$ cat config.mk
export PLATFORM = sky130hd
export DESIGN_NAME = sig_group_scan_mux_flat
export DESIGN_NICKNAME = d
export VERILOG_FILES = /design/src/rtl/sig_group_scan_mux_if.sv /design/src/rtl/sig_group_scan_mux.sv /design/src/flat_wrapper.sv
export SDC_FILE = /design/constraint.sdc
export NUM_CORES = 1
export LEC_CHECK = 0
export ABC_AREA = 1
export BUFFER_PORTS_ARGS = -buffer_cell sky130_fd_sc_hd__buf_2
export CAP_MARGIN = 30
export CORE_ASPECT_RATIO = 1.1
export CORE_MARGIN = 2
export CORE_UTILIZATION = 50
export CTS_CLUSTER_DIAMETER = 150
export DETAILED_ROUTE_END_ITERATION = 10
export PLACE_DENSITY = 0.72
export REMOVE_ABC_BUFFERS = 1
export SLEW_MARGIN = 20
export SYNTH_ARGS = -nofsm -noshare
export SYNTH_HDL_FRONTEND = slang
export SYNTH_SLANG_ARGS = --single-unit
export TNS_END_PERCENT = 20
$ cat constraint.sdc
create_clock -name iClk -period 4.13 [get_ports iClk]
set_input_delay 0.826 -clock iClk [delete_from_list [all_inputs] [get_ports iClk]]
set_output_delay 0.826 -clock iClk [all_outputs]
set_load 0.01 [all_outputs]
$ cat src/rtl/sig_group_scan_mux_if.sv
// Bus bundle for sig_group_scan_mux: selection/mode controls, raw signal groups and displayed-group outputs.
interface sig_group_scan_mux_if #(
   parameter int GROUPS = 16,
   parameter int WIDTH  = 8,
   parameter int SEL_W  = 4
);
   logic [SEL_W-1:0]        iSel;
   logic [1:0]              iMode;
   logic [GROUPS*WIDTH-1:0] ivSignals;
   logic                    iClrSticky;
   logic [WIDTH-1:0]        ovSignals;
   logic [SEL_W-1:0]        ovGroup;
   logic                    oStrobe;
   logic [WIDTH-1:0]        ovChanged;

   modport master (
      output iSel, iMode, ivSignals, iClrSticky,
      input  ovSignals, ovGroup, oStrobe, ovChanged
   );

   modport slave (
      input  iSel, iMode, ivSignals, iClrSticky,
      output ovSignals, ovGroup, oStrobe, ovChanged
   );
endinterface

$ cat src/rtl/sig_group_scan_mux.sv
// Registered group selector (direct / round-robin scan / freeze) over synchronised board signals.
// Optional per-bit sticky change capture is built when SIG_GROUP_STICKY_EN is defined.
module sig_group_scan_mux #(
   parameter int GROUPS   = 16,
   parameter int WIDTH    = 8,
   parameter int SEL_W    = 4,
   parameter int SCAN_DIV = 1000
) (
   input logic               iClk,
   input logic               iRst_n,
   sig_group_scan_mux_if.slave bus
);
   localparam int CNT_W = (SCAN_DIV > 1) ? $clog2(SCAN_DIV) : 1;

   typedef enum logic [1:0] {ST_DIRECT, ST_SCAN, ST_FREEZE} state_t;

   state_t                       r_state, w_state_nxt;
   logic [GROUPS-1:0][WIDTH-1:0] r_sync1, r_sync2;
   logic [CNT_W-1:0]             r_presc, w_presc_nxt;
   logic [SEL_W-1:0]             w_nxt, w_sel_clamp, w_step;
   logic [SEL_W-1:0]             r_grp;
   logic [WIDTH-1:0]             r_sig, r_chg;
   logic                         r_stb;

   always_ff @(posedge iClk or negedge iRst_n) begin
      if (!iRst_n) begin
         r_sync1 <= '0;
         r_sync2 <= '0;
      end else begin
         r_sync1 <= bus.ivSignals;
         r_sync2 <= r_sync1;
      end
   end

   // State remembers the previous cycle's mode, so SCAN entry is r_state != ST_SCAN.
   always_ff @(posedge iClk or negedge iRst_n) begin
      if (!iRst_n) r_state <= ST_DIRECT;
      else         r_state <= w_state_nxt;
   end

   always_comb begin
      w_state_nxt = ST_DIRECT;
      case (bus.iMode)
         2'd1:    w_state_nxt = ST_SCAN;
         2'd2:    w_state_nxt = ST_FREEZE;
         default: w_state_nxt = ST_DIRECT;
      endcase
   end

   assign w_sel_clamp = ({1'b0, bus.iSel} < (SEL_W+1)'(GROUPS)) ? bus.iSel : '0;
   assign w_step      = (r_grp == SEL_W'(GROUPS-1)) ? '0 : r_grp + SEL_W'(1);

   always_comb begin
      w_nxt       = r_grp;
      w_presc_nxt = '0;
      case (w_state_nxt)
         ST_SCAN: begin
            if (r_state != ST_SCAN)                        w_nxt = w_sel_clamp;
            else if (r_presc == CNT_W'(SCAN_DIV-1))        w_nxt = w_step;
            else                                           w_presc_nxt = r_presc + CNT_W'(1);
         end
         ST_FREEZE: w_nxt = r_grp;
         default:   w_nxt = w_sel_clamp;
      endcase
   end

   always_ff @(posedge iClk or negedge iRst_n) begin
      if (!iRst_n) begin
         r_presc <= '0;
         r_grp   <= '0;
         r_stb   <= 1'b0;
         r_sig   <= '0;
      end else begin
         r_presc <= w_presc_nxt;
         r_grp   <= w_nxt;
         r_stb   <= (w_nxt != r_grp);
         if (w_state_nxt != ST_FREEZE) r_sig <= r_sync2[w_nxt];
      end
   end

`ifdef SIG_GROUP_STICKY_EN
   logic [GROUPS-1:0][WIDTH-1:0] r_sync3, r_sticky, w_set;
   logic [1:0]                   r_prime;

   // Detection waits for the prime counter so the reset-release edges of sync2 are not captured.
   assign w_set = (r_prime == 2'b11) ? (r_sync2 ^ r_sync3) : '0;

   always_ff @(posedge iClk or negedge iRst_n) begin
      if (!iRst_n) begin
         r_sync3  <= '0;
         r_prime  <= '0;
         r_sticky <= '0;
         r_chg    <= '0;
      end else begin
         r_sync3 <= r_sync2;
         if (r_prime != 2'b11) r_prime <= r_prime + 2'd1;
         r_sticky <= (bus.iClrSticky ? '0 : r_sticky) | w_set;
         if (w_state_nxt != ST_FREEZE) r_chg <= r_sticky[w_nxt];
      end
   end
`else
   logic w_unused_clr;
   assign w_unused_clr = bus.iClrSticky;
   assign r_chg        = '0;
`endif

   assign bus.ovSignals = r_sig;
   assign bus.ovGroup   = r_grp;
   assign bus.oStrobe   = r_stb;
   assign bus.ovChanged = r_chg;
endmodule

$ cat src/flat_wrapper.sv
// flat-port wrapper written by rule: the top's interface ports become plain ports
module sig_group_scan_mux_flat 
#(
   parameter int GROUPS   = 16,
   parameter int WIDTH    = 8,
   parameter int SEL_W    = 4,
   parameter int SCAN_DIV = 1000
)
  (iClk, iRst_n, bus_iSel, bus_iMode, bus_ivSignals, bus_iClrSticky, bus_ovSignals, bus_ovGroup, bus_oStrobe, bus_ovChanged);
  sig_group_scan_mux_if #(.GROUPS(GROUPS), .WIDTH(WIDTH), .SEL_W(SEL_W)) bus_i ();
  input logic iClk;
  input logic iRst_n;
  input wire logic [$bits(bus_i.iSel)-1:0] bus_iSel;
  input wire logic [$bits(bus_i.iMode)-1:0] bus_iMode;
  input wire logic [$bits(bus_i.ivSignals)-1:0] bus_ivSignals;
  input wire logic [$bits(bus_i.iClrSticky)-1:0] bus_iClrSticky;
  output wire logic [$bits(bus_i.ovSignals)-1:0] bus_ovSignals;
  output wire logic [$bits(bus_i.ovGroup)-1:0] bus_ovGroup;
  output wire logic [$bits(bus_i.oStrobe)-1:0] bus_oStrobe;
  output wire logic [$bits(bus_i.ovChanged)-1:0] bus_ovChanged;
  assign bus_i.iSel = bus_iSel;
  assign bus_i.iMode = bus_iMode;
  assign bus_i.ivSignals = bus_ivSignals;
  assign bus_i.iClrSticky = bus_iClrSticky;
  assign bus_ovSignals = bus_i.ovSignals;
  assign bus_ovGroup = bus_i.ovGroup;
  assign bus_oStrobe = bus_i.oStrobe;
  assign bus_ovChanged = bus_i.ovChanged;
  sig_group_scan_mux #(.GROUPS(GROUPS), .WIDTH(WIDTH), .SEL_W(SEL_W), .SCAN_DIV(SCAN_DIV)) u_core (.iClk(iClk), .iRst_n(iRst_n), .bus(bus_i));
endmodule
==> flow_summary.ini, run 1 <==
[run_status]
outcome = complete, no violations

[timing]
hold_viol = 0
fin_crit_ns = 2.95
slew_headroom = 0.453
clock.fmax_ghz = 0.339
rsz0062_at_grt = false
finalSetupViolations = 0
period_share = 0.714
final.setup_skew_ns = 0.00768
worst_pin_slew_ns = 0.820
maxSlewViolCount = 0

[synth]
synth_area_um2 = 9630
synth-edff-count = 0
ys_seq_area_frac = 0.730
async_reset_ff_frac = 1.00
ys.warnings.count = 0
synthCells = 837
avgSynthCellArea_um2 = 11.5
ys_ff_latch = 281
ys_types = 32
synthFlopType = dfrtp_1

[drt]
met3_length_mm = 1.08
met2WireLength_mm = 9.53
num_vias = 6013
routed.top_layer = met5
wl_mm = 19.5
wl_met1_mm = 8.20
viasPerCell = 4.76
dr.pass1.iters = 4
drtIter0Drc = 350
drc = 0
wl_per_cell_um = 15.4
drt.antenna.violating_nets = 0

[layout]
diodes = 0
drive_gt1_frac = 0.219
fillers = 1577
post-route-util = 0.604
finalInstanceArea_um2 = 11500
final_nets = 1140
area_growth_pct = 19.0

[clock_tree]
root_buffer = clkbuf_16
holdBufCountCts = 0
numCtsBuffers = 27
clk_latency_ns = 0.52
cts_tree = yes
clkSinkCount = 281
clk_path_buf_depth = 3
post_cts_buffers = 0
path_clk_slew_ns = 0.06
cts_max_level = 1
postCtsResizedCells = 0

[floorplanning]
num_rows = 53
die_height_um = 150
initial_core_util = 0.508
die-area_um2 = 20400
core_um2 = 19000
die_w_um = 136
io_pins = 158

[grt]
grt_max_degree = 113
grt-ovfl-total = 0
grt_pass1_wl_mm = 31.1
grt_pass1_vias = 6039
grt_usage = 0.201
antenna_found_initial = 1

[worst_setup_path]
crit_arrival_ns = 3.35
required_ns = 4.53
crit-reg2reg-launch = u_core.r_presc[0]
reg2reg_to = u_core.bus.ovSignals[7]
crit_start = bus_iMode[1]
cp_max_fo = 31
worst_setup_path_start_kind = input pin
endpoint_kind = flip-flop
worstPathCellList = buf_2 > inv_1 > ha_1 > inv_1 > nor2_2 > nand2_4 > nand3_1 > nand3_2 > nand2_2 > buf_4 > nand2_1 > nand3_1 > nand3_1 > nand3_1 > nand2_1 > nand2_1 > nand2_1
path_class = in -> reg
rrSetupSlack_ns = 1.24
max_stage_delay_ns = 0.49
r2r_cells = 17
crit_path_end = u_core.bus.ovSignals[4]
worst_path_max_delay_cell = nand2_2

[job]
cap_violations = 0

[placement]
dpl.hpwl_mm = 12.2
place.gp.congestion = 0.852
portBuffers = 148
place_area_um2 = 10600

[pwr]
leakagePower_nw = 5.89
peakVddDrop_mv = 0.358
power_w = 0.00593
power_density_nw_per_um2 = 518

[worst_hold_path]
hold_path.class = reg -> reg
==> state kept, by name, indices dropped and copies added (netlist names) <==
| register | cells |
|---|---|
| u_core.r_sync1 | 128 |
| u_core.r_sync2 | 128 |
| u_core.r_presc | 10 |
| u_core.bus.ovSignals | 8 |
| u_core.bus.ovGroup | 4 |
| u_core.r_state | 2 |
| u_core.bus.oStrobe | 1 |
==> worst max-delay path: cells and delay by family <==
kind	cells	cell delay [ns]
adders and majority gates	1	0.21
buffers and inverters	4	0.60
and+or+nand+nor	12	1.70
==> layout by cell type, fill, tap and decap left out, types with 3 or more instances in the layout <==
| master | count |
|---|---|
| buf_2 | 147 |
| nand2_1 | 139 |
| clkbuf_16 | 27 |
| a21oi_1 | 12 |
| nor2_1 | 15 |
| clkbuf_8 | 4 |
| inv_2 | 3 |
| clkinvlp_4 | 5 |
| nor2_2 | 3 |
| inv_1 | 134 |
| clkinv_2 | 7 |
| nand3b_1 | 16 |
| nand4_1 | 3 |
| nor3_1 | 5 |
| ha_1 | 5 |
| buf_4 | 11 |
| conb_1 | 8 |
| nand3_1 | 164 |
| dfrtp_1 | 281 |
| nand2_2 | 4 |
==> through the flow <==
stage / hold slack (ns) / worst slack, ns / TNS, ns / instances
detailed placement: 0.335 / 0.652 / 0 / 1216
finish: 0.342 / 1.18 / 0 / 1263
CTS: 0.345 / 1.17 / 0 / 1263
global placement: 0.331 / 0.700 / 0 / 1216
global route: 0.350 / 0.850 / 0 / 1263
floorplan: 0.331 / -0.378 / -3.28 / 809
==> layout make-up <==
type                    count  area, um^2  share of cell area
flip-flops and latches    281        7030               0.614
repair buffers            160         853              0.0745
multi-input cells         389        1890               0.165
inverters                 139         524              0.0458
well taps                 247         309              0.0270
clock buffers              33         738              0.0644
clock inverters            14         111             0.00972
==> Yosys cell counts, types with 4 or more instances <==
library cell    n  area [um^2]
nand3_1       164          821
dfrtp_1       281         7030
nor2_1         15         56.3
buf_4          13         97.6
nand2_2         4         25.0
clkbuf_1        5         18.8
inv_1         134          503
nand3b_1       16          120
nand2_1       139          522
a21oi_1        12         60.1
buf_2          14         70.1
ha_1            5         62.6
nor3_1          5         25.0
==> how the worst min path moves through the flow <==
stage,start,end,slack (ns),cells past startpoint
4_1_cts,u_core.r_sync1[86],u_core.r_sync2[86],0.34,0
2_1_floorplan,u_core.r_sync1[0],u_core.r_sync2[0],0.33,0
5_1_grt,u_core.r_sync1[97],u_core.r_sync2[97],0.35,0
3_5_place_dp,u_core.r_sync1[104],u_core.r_sync2[104],0.33,0
3_3_place_gp,u_core.r_sync1[5],u_core.r_sync2[5],0.33,0
6_report,u_core.r_sync1[42],u_core.r_sync2[42],0.34,0
==> power by group <==
group          total (W)  leakage [nW]  switching, W  internal (W)
Combinational   0.000637          2.18      0.000422      0.000215
Sequential       0.00298          3.30     0.0000683       0.00291
Clock            0.00232         0.411      0.000984       0.00133
Total            0.00593          5.89       0.00148       0.00446
==> metal layers <==
layer / track usage / vias to the layer above
li1: - / 2905
met1: 0.271 / 2871
met2: 0.333 / 182
met3: 0.0305 / 53
met4: 0.0714 / 2
met5: 0 / -
==> kinds of logic (layout without fill, tap and decap cells) <==
kind of cell             after synthesis  in the layout  share of synthesized area
adder cells (fa/ha/maj)                5              5                    0.00650
flip-flops                           281            281                      0.730
buffers and inverters                174            346                     0.0773
other                                  1              8                   0.000389
XOR/XNOR                               2              2                    0.00182
AND/OR/NAND/NOR                      355            355                      0.172
AO/OA/AOI/OAI                         19             19                     0.0116
Note: power is estimated with default switching activity, not from simulation.
==> run 2: changes to the inputs <==
--- a/config.mk
+++ b/config.mk
@@ -13,7 +13,7 @@
 export CORE_UTILIZATION = 50
 export CTS_CLUSTER_DIAMETER = 150
 export DETAILED_ROUTE_END_ITERATION = 10
-export PLACE_DENSITY = 0.72
+export PLACE_DENSITY = 0.75
 export REMOVE_ABC_BUFFERS = 1
 export SLEW_MARGIN = 20
 export SYNTH_ARGS = -nofsm -noshare
==> constraint.sdc (replaced) <==
create_clock -name iClk -period 2.6 [get_ports iClk]
set_input_delay 0.52 -clock iClk [delete_from_list [all_inputs] [get_ports iClk]]
set_output_delay 0.52 -clock iClk [all_outputs]
set_load 0.01 [all_outputs]
==> run 2 against run 1 <==
  * Die area unchanged
  * Power increased by 69%
  * Critical endpoint unchanged
  * Setup slack got worse by 1.0 ns
  * Final cell count increased by 1.3%
  * Non-clock buffer count rose by 16
  * Flip-flop and latch count did not move
  * Clock power up 81%
  * First-iteration DRC count increased by 14%
  * Critical path depth decreased by 1
==> flow_summary.ini, run 2 (synthesis results as in run 1) <==
[grt]
grt_usage = 0.210
grt_max_degree = 84
use_met3 = 0.0349
grt-busiest-layer = met2
grtUsageMet2 = 0.368
antenna_found_initial = 1
grt_pass1_wl_mm = 32.5
grt_use_met1 = 0.265
grt-ovfl-total = 0
grt_pass1_vias = 6286

[layout]
fillers = 1453
stdcell_count = 1280
finalInstanceArea_um2 = 11800
final_cell_mix = 281 x dfrtp_1, 164 x nand3_1, 147 x buf_2
largestRegisters = u_core.r_sync1 x128, u_core.r_sync2 x128, u_core.r_presc x10
area_growth_pct = 22.6
final_nets = 1155
layout_commonest_cell = dfrtp_1
diodes = 0
drive_gt1_frac = 0.231

[clock_tree]
cts_max_level = 1
clk_path_buf_depth = 3
clkSinkCount = 281
numCtsBuffers = 26
cts_tree = yes
clk_latency_ns = 0.52
root_buffer = clkbuf_16
path_clk_slew_ns = 0.07
post_cts_buffers = 0

[worst_setup_path]
crit_start = u_core.r_presc[0]
max_stage_delay_ns = 0.40
required_ns = 3.00
worst_setup_path_start_kind = flip-flop
reg2reg_to = u_core.bus.ovSignals[4]
worst_path_max_delay_cell = dfrtp_1
crit_path_frequent_cell = nand2_1
worstPathCellList = ha_1 > nand2_1 > nor2_1 > nand3_2 > nand2_4 > nand3_1 > nand3_2 > nand2_2 > buf_12 > nand2_1 > nand3_1 > nand3_1 > nand3_1 > nand2_1 > nand2_1 > nand2_1
cp_max_fo = 38
r2r_cells = 16
crit-reg2reg-launch = u_core.r_presc[0]
rrSetupSlack_ns = 0.17
endpoint_kind = flip-flop
crit_arrival_ns = 2.83
path_class = reg -> reg

[worst_hold_path]
min_path_cells = 1
min_to = u_core.r_sync1[25]
hold_path.class = in -> reg
hp-start = bus_ivSignals[25]

[timing]
slew_headroom = 0.580
rsz0062_at_grt = true
clock.fmax_ghz = 0.412
fin_crit_ns = 2.43
final.setup_skew_ns = 0.0140
finalSetupViolations = 0
period_share = 0.934
timing.hold.ws_ns = 0.100
maxSlewViolCount = 0
worst_pin_slew_ns = 0.629
hold_viol = 0

[job]
cap_violations = 0

[floorplanning]
initial_core_util = 0.508
die_w_um = 136
die_height_um = 150
die-area_um2 = 20400
core_um2 = 19000
io_pins = 158
num_rows = 53

[drt]
drc = 0
wl_mm = 20.5
wl_per_cell_um = 16.0
drtIter0Drc = 398
num_vias = 6106
viasPerCell = 4.77
drt.antenna.violating_nets = 0
dr.pass1.iters = 5

[run_status]
outcome = complete, no violations

[placement]
placedCellCount = 1231
dpl.hpwl_mm = 13.5
place_area_um2 = 10800
portBuffers = 148
place.gp.congestion = 0.889

[pwr]
leakagePower_nw = 6.06
peakVddDrop_mv = 0.588
power_density_nw_per_um2 = 851
## run 2: cell count changes in the layout (fill, tap and decap cells not counted), sizes merged
cell / change
buf: +15
bufinv: +5
clkbuf: -2
clkinv: -1
clkinvlp: -1
dlygate4sd3: +1
## run 2: report_power, final
part,switching [W],internal (W),total [W],leakage (nW)
registers,0.000103,0.00462,0.00472,3.30
clock network,0.00162,0.00259,0.00421,0.469
logic,0.000707,0.000404,0.00111,2.29
total,0.00243,0.00762,0.0100,6.06
## run 2: how the worst max path moves through the flow
stage,slack (ns),to,cells after the start
final,0.17,u_core.bus.ovSignals[4],16
after global routing,-0.01,u_core.bus.ovSignals[4],16
after CTS,0.1,u_core.bus.ovSignals[7],15
after detailed placement,0.03,u_core.bus.ovSignals[4],17
after global placement,0.06,u_core.bus.ovSignals[0],17
after floorplan,-1.60,u_core.bus.ovSignals[0],11
## run 2: per-stage QoR
step / setup TNS (ns) / util / setup WS, ns / total power [W]
6_report: 0 / 0.623 / 0.171 / 0.0100
4_1_cts: 0 / 0.622 / 0.0983 / 0.0101
3_3_place_gp: 0 / 0.569 / 0.0631 / 0.00587
5_1_grt: -0.00974 / 0.623 / -0.00974 / 0.0105
2_1_floorplan: -15.52 / - / -1.60 / 0.00530
3_5_place_dp: 0 / 0.569 / 0.0294 / 0.00590
## run 2: layer usage
layer / vias up / share of wire
li1: 2937 / -
met1: 2945 / 0.39
met2: 182 / 0.53
met3: 40 / 0.054
met4: 2 / 0.028
met5: - / 0.00063
## run 2: cell type report
| type | instances | area, um^2 | share of cell area |
|---|---|---|---|
| well taps | 247 | 309 | 0.0262 |
| repair buffers | 176 | 1070 | 0.0903 |
| flip-flops and latches | 281 | 7030 | 0.595 |
| clock inverters | 17 | 260 | 0.0220 |
| multi-input cells | 389 | 1900 | 0.161 |
| clock buffers | 31 | 721 | 0.0610 |
| inverters | 139 | 527 | 0.0446 |
## run 2: repair_timing
item	4_1_cts	5_1_grt
hold buffers	1	0
hold endpoints to repair	53	0
setup endpoints to repair	0	6
resized for setup	0	6
## run 2: worst max-delay path, delay by kind of cell, from the launching register on
family | cells | cell delay, ns
buffers and inverters | 1 | 0.22
and+or+nand+nor | 14 | 1.42
DFF | 1 | 0.40
adders and majority gates | 1 | 0.22
==> run 3: changes to the inputs <==
--- a/config.mk
+++ b/config.mk
@@ -9,7 +9,6 @@
 export BUFFER_PORTS_ARGS = -buffer_cell sky130_fd_sc_hd__buf_2
 export CAP_MARGIN = 30
 export CORE_ASPECT_RATIO = 1.1
-export CORE_MARGIN = 2
 export CORE_UTILIZATION = 50
 export CTS_CLUSTER_DIAMETER = 150
 export DETAILED_ROUTE_END_ITERATION = 10
==> constraint.sdc (replaced) <==
create_clock -name iClk -period 2.6 [get_ports iClk]
set_input_delay 0.39 -clock iClk [delete_from_list [all_inputs] [get_ports iClk]]
set_output_delay 0.39 -clock iClk [all_outputs]
set_load 0.01 [all_outputs]
==> run 3 against run 2 <==
  * Non-clock buffer count rose by 123
  * Hold slack got worse by 0.085 ns
  * Power fell by 2.5%
  * Final cell count rose by 9.1%
  * Clock power fell by 10%
  * Critical path depth did not move
  * Critical path type unchanged
  * Critical endpoint unchanged
==> flow_summary.ini, run 3 (synthesis results as in run 1) <==
[placement]
portBuffers = 148
place.gp.congestion = 0.828
dpl.hpwl_mm = 12.9
placedCellCount = 1223

[grt]
grt_max_degree = 75
grt_pass1_vias = 7093
antenna_found_initial = 0
grt_usage = 0.250
grt-ovfl-total = 0
grt_pass1_wl_mm = 36.8

[layout]
fillers = 1309
drive_gt1_frac = 0.201
largestRegisters = u_core.r_sync1 x128, u_core.r_sync2 x128, u_core.r_presc x10
multiInputGateArea_um2 = 1900
area_growth_pct = 34.7
layout_commonest_cell = dfrtp_1
stdcell_count = 1396
final_nets = 1278
regArea_um2 = 7030
final_cell_mix = 281 x dfrtp_1, 163 x nand3_1, 147 x buf_2
diodes = 0

[pwr]
p_comb_frac = 0.130
netSwitchingPower_w = 0.00242
p_clk_frac = 0.387
peakVddDrop_mv = 0.560
power_w = 0.00979
internal-power_w = 0.00738
power_density_nw_per_um2 = 755
leakagePower_nw = 6.55
seqPwrFrac = 0.483
switching_share = 0.247

[worst_setup_path]
required_ns = 3.01
cp_max_fo = 26
worstPathCellList = ha_1 > nand2_1 > nor2_1 > nand3_2 > nand2_4 > nand3_1 > nand3_2 > nand2_2 > buf_12 > nand2_1 > nand3_1 > nand3_1 > nand3_1 > nand2_1 > nand2_1 > nand2_1
cp_num_buf_inv = 1
crit_path_frequent_cell = nand2_1
endpoint_kind = flip-flop
worst_setup_path_start_kind = flip-flop
max_stage_delay_ns = 0.40
critPathTopFamily = simple AND/OR/NAND/NOR gates
path_class = reg -> reg
worst_path_max_delay_cell = dfrtp_1
crit_arrival_ns = 2.80

[job]
cap_violations = 0

[drt]
wl_mm = 23.7
viasPerCell = 4.79
wl_per_cell_um = 16.9
dr.pass1.iters = 4
drtIter0Drc = 510
drt.antenna.violating_nets = 0
drc = 0
num_vias = 6688

[timing]
worst_pin_slew_ns = 0.582
final.setup_skew_ns = 0.00743
clock.fmax_ghz = 0.419
hold_viol = 0
fin_crit_ns = 2.39
maxSlewViolCount = 0
rsz0062_at_grt = false
finalSetupViolations = 0
period_share = 0.918
slew_headroom = 0.612

[floorplanning]
die-area_um2 = 19800
core_um2 = 18600
die_w_um = 134
io_pins = 158
initial_core_util = 0.517
num_rows = 52
die_height_um = 148

[clock_tree]
clk_latency_ns = 0.52
clk_path_buf_depth = 3
clkSinkCount = 281
numCtsBuffers = 26
cts_tree = yes
path_clk_slew_ns = 0.06
post_cts_buffers = 0
cts_max_level = 1
root_buffer = clkbuf_16

[worst_hold_path]
hold_path.class = in -> reg

[run_status]
outcome = complete, no violations
run 3: path summary, 6_finish.rpt:
kind,start,to,slack (ns),depth (start not counted)
max,u_core.r_presc[0],u_core.bus.ovSignals[4],0.21,16
min,bus_ivSignals[84],u_core.r_sync1[84],0.02,1
max reg2reg,u_core.r_presc[0],u_core.bus.ovSignals[4],0.21,16
min reg2reg,u_core.r_sync1[125],u_core.r_sync2[125],0.34,0
max in group asynchronous,iRst_n,u_core.r_sync2[30],1.33,3
min in group asynchronous,iRst_n,u_core.r_sync1[106],0.45,2
run 3: final cells by class:
cell class | instances | share of cell area
Clock inverter | 8 | 0.00588
Sequential cell | 281 | 0.542
Timing Repair Buffer | 299 | 0.181
Multi-Input combinational cell | 389 | 0.146
Inverter | 139 | 0.0404
Clock buffer | 37 | 0.0612
Tap cell | 243 | 0.0234
run 3: routing by layer:
metal  vias to the layer above  part of all wire  track usage  wire length [um]
met1                      3212              0.38        0.303              9100
met4                         0             0.035        0.103               832
li1                       3178                 -            -                 -
met2                       240              0.53        0.448             12400
met5                         -                 0            0                 0
met3                        58             0.055       0.0353              1300
run 3: power by group through the flow:
| stage | combinational, W | sequential, W | clock, W |
|---|---|---|---|
| after global routing | 0.00141 | 0.00475 | 0.00403 |
| after floorplan | 0.000508 | 0.00479 | 0 |
| after global placement | 0.00108 | 0.00480 | 0 |
| final | 0.00127 | 0.00473 | 0.00379 |
| after detailed placement | 0.00109 | 0.00481 | 0 |
| after CTS | 0.00125 | 0.00473 | 0.00380 |
run 3: per-stage QoR:
stage                     utilization  worst slack, ns  TNS, ns  area [um^2]  hold WS, ns
final                           0.697            0.212        0        13000       0.0155
after global routing            0.697          0.00479        0        13000     0.000585
after detailed placement        0.580           0.0423        0        10800        0.335
after floorplan                     -            -1.47   -14.22         9440       0.0944
after CTS                       0.696            0.122        0        12900      0.00493
after global placement          0.580           0.0663        0        10800        0.333
run 3: what timing repair did:
action                     CTS  global route
hold endpoints to repair   196             0
hold buffers               128             0
resized for setup            0             5
setup endpoints to repair    0             7
